### src/rtl/spike_rate_decoder.sv
// Spike-train to rate decoder: counts spike rising edges over a programmable window.
// Optional leaky trace output enabled by defining SPIKE_RATE_DECODER_TRACE_EN.
module spike_rate_decoder #(
    parameter int unsigned CNT_W        = 8,
    parameter int unsigned WIN_W        = 8,
    parameter int unsigned TRACE_W      = 8,
    parameter int unsigned TRACE_WEIGHT = 32
) (
    input  logic               clk,
    input  logic               rst,
    input  logic               spike,
    input  logic               enable,
    input  logic [WIN_W-1:0]   window_len,
    output logic [CNT_W-1:0]   rate,
    output logic               rate_valid,
    output logic               saturated,
    output logic [TRACE_W-1:0] trace
);

    localparam int unsigned SUM_W = CNT_W + 1;
    localparam logic [CNT_W-1:0] CNT_MAX = '1;

    typedef enum logic {IDLE, COUNT} state_t;

    state_t             state, state_next;
    logic               spike_q;
    logic               spike_edge;
    logic [CNT_W-1:0]   acc, acc_next;
    logic               ovf, ovf_next;
    logic [WIN_W-1:0]   win_cnt, win_next;
    logic [CNT_W-1:0]   rate_next;
    logic               rate_valid_next;
    logic               saturated_next;
    logic [SUM_W-1:0]   sum;
    logic               sum_ovf;
    logic [CNT_W-1:0]   sum_sat;

    assign spike_edge = spike & ~spike_q;
    assign sum        = {1'b0, acc} + SUM_W'(spike_edge);
    assign sum_ovf    = sum[CNT_W];
    assign sum_sat    = sum_ovf ? CNT_MAX : sum[CNT_W-1:0];

    // State register
    always_ff @(posedge clk) begin
        if (rst) state <= IDLE;
        else     state <= state_next;
    end

    // Next-state logic
    always_comb begin
        state_next = state;
        case (state)
            IDLE:    if (enable && window_len != '0) state_next = COUNT;
            COUNT: begin
                if (!enable)                                  state_next = IDLE;
                else if (win_cnt == '0 && window_len == '0)   state_next = IDLE;
            end
            default: state_next = IDLE;
        endcase
    end

    // Datapath next values; ovf keeps the window's overflow once acc has clamped
    always_comb begin
        acc_next        = acc;
        ovf_next        = ovf;
        win_next        = win_cnt;
        rate_next       = rate;
        rate_valid_next = 1'b0;
        saturated_next  = saturated;
        case (state)
            IDLE: begin
                acc_next = '0;
                ovf_next = 1'b0;
                if (enable && window_len != '0) win_next = window_len - WIN_W'(1);
            end
            COUNT: begin
                if (!enable) begin
                    acc_next = '0;
                    ovf_next = 1'b0;
                end else if (win_cnt != '0) begin
                    acc_next = sum_sat;
                    ovf_next = ovf | sum_ovf;
                    win_next = win_cnt - WIN_W'(1);
                end else begin
                    rate_next       = sum_sat;
                    rate_valid_next = 1'b1;
                    saturated_next  = ovf | sum_ovf;
                    acc_next        = '0;
                    ovf_next        = 1'b0;
                    win_next        = (window_len == '0) ? '0 : window_len - WIN_W'(1);
                end
            end
            default: ;
        endcase
    end

    // Datapath registers
    always_ff @(posedge clk) begin
        if (rst) begin
            spike_q    <= 1'b0;
            acc        <= '0;
            ovf        <= 1'b0;
            win_cnt    <= '0;
            rate       <= '0;
            rate_valid <= 1'b0;
            saturated  <= 1'b0;
        end else begin
            spike_q    <= spike;
            acc        <= acc_next;
            ovf        <= ovf_next;
            win_cnt    <= win_next;
            rate       <= rate_next;
            rate_valid <= rate_valid_next;
            saturated  <= saturated_next;
        end
    end

`ifdef SPIKE_RATE_DECODER_TRACE_EN
    localparam int unsigned TSUM_W = TRACE_W + 33;
    localparam logic [TRACE_W-1:0] TRACE_MAX = '1;

    logic [TRACE_W-1:0] trace_decay;
    logic [TSUM_W-1:0]  trace_sum;

    // Leak by 1/8 per cycle, add weight on each spike edge, clamp at max
    assign trace_decay = trace - (trace >> 3);
    assign trace_sum   = TSUM_W'(trace_decay) + (spike_edge ? TSUM_W'(TRACE_WEIGHT) : '0);

    always_ff @(posedge clk) begin
        if (rst)                                 trace <= '0;
        else if (trace_sum > TSUM_W'(TRACE_MAX)) trace <= TRACE_MAX;
        else                                     trace <= trace_sum[TRACE_W-1:0];
    end
`else
    assign trace = TRACE_W'(TRACE_WEIGHT * 0);
`endif

endmodule

### config.mk
export PLATFORM = sky130hd
export DESIGN_NAME = spike_rate_decoder
export DESIGN_NICKNAME = d
export VERILOG_FILES = /design/src/rtl/spike_rate_decoder.sv
export SDC_FILE = /design/constraint.sdc
export NUM_CORES = 1
export LEC_CHECK = 0
export BUFFER_PORTS_ARGS = -buffer_cell sky130_fd_sc_hd__buf_2
export CAP_MARGIN = 5
export CORE_ASPECT_RATIO = 0.5
export CORE_MARGIN = 3
export CORE_UTILIZATION = 54
export DETAILED_ROUTE_END_ITERATION = 10
export GPL_TIMING_DRIVEN = 1
export PLACE_DENSITY = 0.78
export SLEW_MARGIN = 20
export SYNTH_ARGS = -nofsm -noshare
export SYNTH_HDL_FRONTEND = slang
export SYNTH_SLANG_ARGS = --single-unit
export TNS_END_PERCENT = 5
### constraint.sdc
create_clock -name clk -period 2 [get_ports clk]
set_input_delay 0 -clock clk [delete_from_list [all_inputs] [get_ports clk]]
set_output_delay 0 -clock clk [all_outputs]
set_load 0.01 [all_outputs]
After elaboration in Yosys (flattened, before gate mapping)
Cells that the tools add are included.
{ "word_totals": {"ff_bits": 29, "inputBits": 12, "output_inout_bits": 18, "word_cells": 45} }
{ "classes": {"addsub": 3, "eq_ne": 2, "n_mux": 17, "bitwise": 6, "n_reduce_logical": 9} }
{ "op_table": {"columns": ["cell", "n"], "rows": [
  ["2-to-1 mux 8 bit", 7],
  ["case mux 8 bit (2 select lines)", 2],
  ["zero test 8 bit", 2],
  ["nonzero test 8 bit", 2],
  ["subtractor 8 x 1 -> 8 bit, second input constant", 2],
  ["adder 8 x 1 -> 9 bit", 1],
  ["2-to-1 mux 1 bit", 6],
  ["!= test 2 bit, second input constant", 2],
  ["inverter 1 bit", 4],
  ["case mux 1 bit (2 select lines)", 2],
  ["AND reduction 3 bit", 1],
  ["OR reduction 3 bit", 1],
  ["logical AND 1 bit", 2],
  ["AND reduction 2 bit", 1],
  ["bitwise AND 1 bit", 1],
  ["bitwise OR 1 bit", 1]
]} }

Longest topological paths before layout
{ "depth": {"ltp_word": 7, "depth_mapped": 7, "ltp_nobuf": 7} }

Least setup slack after synthesis
Ideal clock, no wire load.
{ "synth_path": {"path_type": "register to register", "startpoint": "reg win_cnt[0]", "endpoint": "reg rate[6]", "setup_ps": 71, "arrival_time_ps": 1724, "required_ps": 1929, "path_slack_ps": 205, "path_stages_with_launch": 7, "n_path_buf": 0, "synth_period_minus_slack_ps": 1795, "cell_sequence": "dfxtp_1 inv_1 ha_1 nor3b_1 nand4_1 or3_1 a21oi_1"} }
{ "synth_between": {"elab_chain_len": 3} }
{ "synth_rtl": {"columns": ["item", "line", "source"], "rows": [
  ["start: declaration", "30", "logic [WIN_W-1:0] win_cnt, win_next;"],
  ["start signal: assignment", "111", "win_cnt <= win_next;"],
  ["nonzero test 8 bit", "80", "end else if (win_cnt != '0) begin"],
  ["inverter 1 bit (no source line)", null, null],
  ["AND reduction 3 bit (no source line)", null, null],
  ["end signal: assignment", "112", "rate <= rate_next;"],
  ["end: declaration", "14", "output logic [CNT_W-1:0] rate,"]
]} }
No other way between the ends.
A chain may end at the register's enable or synchronous reset.

Final worst setup path
{ "layout_path": {"startpoint": "reg win_cnt[0]", "endpoint": "reg win_cnt[6]"} }
{ "layout_between": {"elab_chain_len": 4, "elab_cells_between_ends": 5, "cone_classes": "add/sub: 1; mux: 3; reduce/logical: 1"} }
{ "layout_rtl": {"columns": ["item", "line", "source"], "rows": [
  ["subtractor 8 x 1 -> 8 bit or nonzero test 8 bit (tied branches)", "83, 80", null],
  ["2-to-1 mux 8 bit (*)", "80", null],
  ["2-to-1 mux 8 bit (*)", "77", "if (!enable) begin"],
  ["case mux 8 bit (2 select lines) (*)", "70", "case (state)"]
]} }
Mark *: on every way between the ends. The rest lies on a longest branch, timed or not. The select of a mux whose other input is x is not followed.

==> results.txt <==
The signal on the critical path passes through inv_1 -> ha_1 -> nor3b_1 -> nor3b_1 -> mux2_2 -> a311oi_2. Buffers added to address setup during post-CTS repair amount to 0. The number of buffers created by CTS came out at 5.

The clock skew after layout is 7.64 ps. The power after layout came out at 1.33 mW. The final setup violation count came out at 0. The final worst hold slack is 35.3 ps. The type of the worst setup path is flip-flop to flip-flop.

The top cell types in the final layout, fill and taps aside, are 29 x sky130_fd_sc_hd__nor2_1, 29 x sky130_fd_sc_hd__dfxtp_1, 21 x sky130_fd_sc_hd__buf_2. For this block, the initial DRC count from the detailed router was 60. The number of cell rows came out at 13. The number of antenna violations at the first check in global routing is 0. At the end of routability-driven placement, the weighted congestion stood at 0.870. The sum of net half-perimeters after detailed placement is 2380 um.

The utilization of the core after routing came out at 68.3%. The max-slew violation total from the final report is 0. For this run, the leading register cell type out of synthesis is sky130_fd_sc_hd__dfxtp_1. The DRC violation count after routing is 0. The kind of cell with the highest combined delay along the critical path is simple AND/OR/NAND/NOR gates. The vertical extent of the die came out at 44.4 um. Derived from the worst setup path, the maximum achievable clock frequency is 527 MHz.

For the worst-skew pair, the clock arrives at the later sink with an insertion delay of 290 ps. Synthesis instantiated 51 different standard cells from the library. The met3 capacity usage during global routing is 5.76%.

The global-route met2 utilization came out at 30.7%. The buffering stage count on the worst path with inverters included came out at 1. The part of the power in the clock network came out at 36.7%. The maximum fanout along the worst path is 3. The global-route wire length before repair is 5380 um. The area of the die is 3680 um2. In this run, synthesis inferred 0 flip-flops with an integrated enable.

The tree is rooted in a sky130_fd_sc_hd__clkbuf_8. For this block, the routed nets add up to 3320 um of wire. The tightest min-delay check is of the input port to flip-flop type. The final clock period utilization by the worst path is 94.8%. The synthesis warning total is 0.

The count of final hold-check violations is 0. The first detailed-routing pass took 4 iterations. Across the run, the number of max-cap violations was 0. The cell type of the slowest stage on the worst timing path is sky130_fd_sc_hd__mux2_2. The share of flip-flops with an asynchronous set or reset after synthesis is 0%.

The number of fill cells in the layout came out at 235. Net switching is 27.4% of the power. The sequential share of power is 47.0%.

The multi-input combinational cells in the finished layout cover a total of 935 um2. The total via count in the routed design came out at 1395. The minimum clock period is 1900 ps. The relative contribution of combinational cells to total power came out at 16.3%. The via density per instance is 5.58.

After clock tree synthesis, the clock-pin slew on the worst setup and hold paths is 60 ps. The clock passes through at most 2 buffers. The most numerous cell type found on the critical path is sky130_fd_sc_hd__nor3b_1. The overflow left after global routing came out at 0. The total power density per cell area came out at 719 nW/um2. The register area came out at 581 um2. The area after detailed placement is 1740 um2. Pin placement for this block handled 30 I/O pins.

The floorplan die width came out at 82.9 um. Summed over all cells, the static leakage comes to 0.718 nW. The H-tree depth is 2. The capturing element type of the critical path is a flip-flop. The worst ir drop on vdd is 0.329 mV. The wire length per cell after detailed routing is 13.3 um. The number of register bits inferred by synthesis came out at 29. For this design, the sink count on the clock tree is 29. The effective utilization at floorplan came out at 59.1%. The mapped netlist covers 1600 um2. 0 antenna diodes ended up in the layout. The internal power summed over all cells is 962 uW. The arrival time reported for the critical path endpoint came out at 2100 ps. The number of nets in the finished design is 230.

The detail route stage leaves a number of antenna-violating nets equal to 0. A synthesized cell averages 8.62 um2. The design area came out at 1840 um2. The CTS tree is yes.

The core region area is 2700 um2. The number of I/O port buffers is 21. The area growth from synthesis to layout is 15.5%. In this run the most used layer during global routing was met2. The run finished with clean final reports. The global-route usage over all layers is 18.8%. The worst endpoint required time is 2200 ps. The final non-filler cell total is 250. The worst setup path is launched from a flip-flop. The pin count of the biggest net entering global routing came out at 21. The sequential area share after synthesis is 36.4%. For met1 alone, demand over resource in global routing was 22.9%. The peak per-stage delay on the critical path is 380 ps.

The proportion of layout cells with a drive suffix above 1 came out at 22.5%. The via count of the first global-routing pass was 1213. The net switching power came out at 363 uW. The synthesized instance count came out at 185. In this run, placement finished with an instance count of 242.
==> power by group through the flow <==
stage	combinational (mW)	sequential, mW	clock, mW
floorplan	0.163	0.630	0
CTS	0.212	0.621	0.496
global placement	0.203	0.633	0
global route	0.239	0.626	0.523
finish	0.216	0.623	0.486
detailed placement	0.210	0.634	0
==> per-layer routing <==
| layer | vias to the layer above | share of wire (%) |
|---|---|---|
| met1 | 636 | 47 |
| met5 | - | 0 |
| met4 | 0 | 2.0 |
| met3 | 7 | 6.4 |
| met2 | 44 | 44 |
| li1 | 708 | - |
==> state kept, by name (all words and copies together), names as in the netlist <==
register,count
acc,8
state,1
ovf,1
win_cnt,8
spike_q,1
rate,8
rate_valid,1
saturated,1
==> final timing paths <==
kind | startpoint | to | slack, ps | cells past startpoint
min | enable | state | 40 | 3
max | win_cnt[0] | win_cnt[6] | 100 | 6
min reg2reg | rate[6] | rate[6] | 450 | 2
max reg2reg | win_cnt[0] | win_cnt[6] | 100 | 6
==> cell families after synthesis <==
| kind of cell | synth area share (%) |
|---|---|
| DFF | 36.4 |
| other | 0.235 |
| adders and majority gates | 3.92 |
| and+or+nand+nor | 24.9 |
| xor gates and xnor gates | 3.84 |
| buffers and inverters | 7.14 |
| muxes | 1.33 |
| AOI/OAI and AO/OA | 22.3 |
==> synth_stat cells (4+ instances only) <==
| library cell | n | area (um2) |
|---|---|---|
| sky130_fd_sc_hd__a211oi_1 | 5 | 37.5 |
| sky130_fd_sc_hd__nand2_1 | 14 | 52.6 |
| sky130_fd_sc_hd__xor2_1 | 5 | 43.8 |
| sky130_fd_sc_hd__inv_1 | 6 | 22.5 |
| sky130_fd_sc_hd__nand3_1 | 6 | 30.0 |
| sky130_fd_sc_hd__nor3_1 | 7 | 35.0 |
| sky130_fd_sc_hd__a311oi_2 | 6 | 90.1 |
| sky130_fd_sc_hd__nor3b_1 | 4 | 30.0 |
| sky130_fd_sc_hd__a21oi_1 | 5 | 25.0 |
| sky130_fd_sc_hd__nor2_1 | 29 | 109 |
| sky130_fd_sc_hd__ha_1 | 5 | 62.6 |
| sky130_fd_sc_hd__buf_4 | 8 | 60.1 |
| sky130_fd_sc_hd__dfxtp_1 | 29 | 581 |
| sky130_fd_sc_hd__o21ai_1 | 4 | 20.0 |
==> what timing repair did <==
action / in CTS / in global routing
hold endpoints to repair: 1 / 0
hold buffers: 1 / 0
endpoints found under the setup margin: 0 / 16
resized for setup: 0 / 2
==> per-stage QoR <==
step	setup slack (ps)	TNS, ps
after floorplan	205	0
after global placement	96.4	0
after detailed placement	20.5	0
after CTS	2.28	0
after global routing	-32.5	-54.4
final	103	0
==> worst min-delay path, cell delays in order <==
cell,delay [ps]
sky130_fd_sc_hd__buf_2,130
sky130_fd_sc_hd__nand3_1,90
sky130_fd_sc_hd__nand2_1,50
==> area by class of cell <==
type | count | area share [%]
well taps | 37 | 2.51
multi-input cells | 143 | 50.7
flip-flops and latches | 29 | 31.5
repair buffers | 28 | 9.37
inverters | 6 | 1.22
clock buffers | 7 | 4.68
Power figures use the tool's default switching activity.
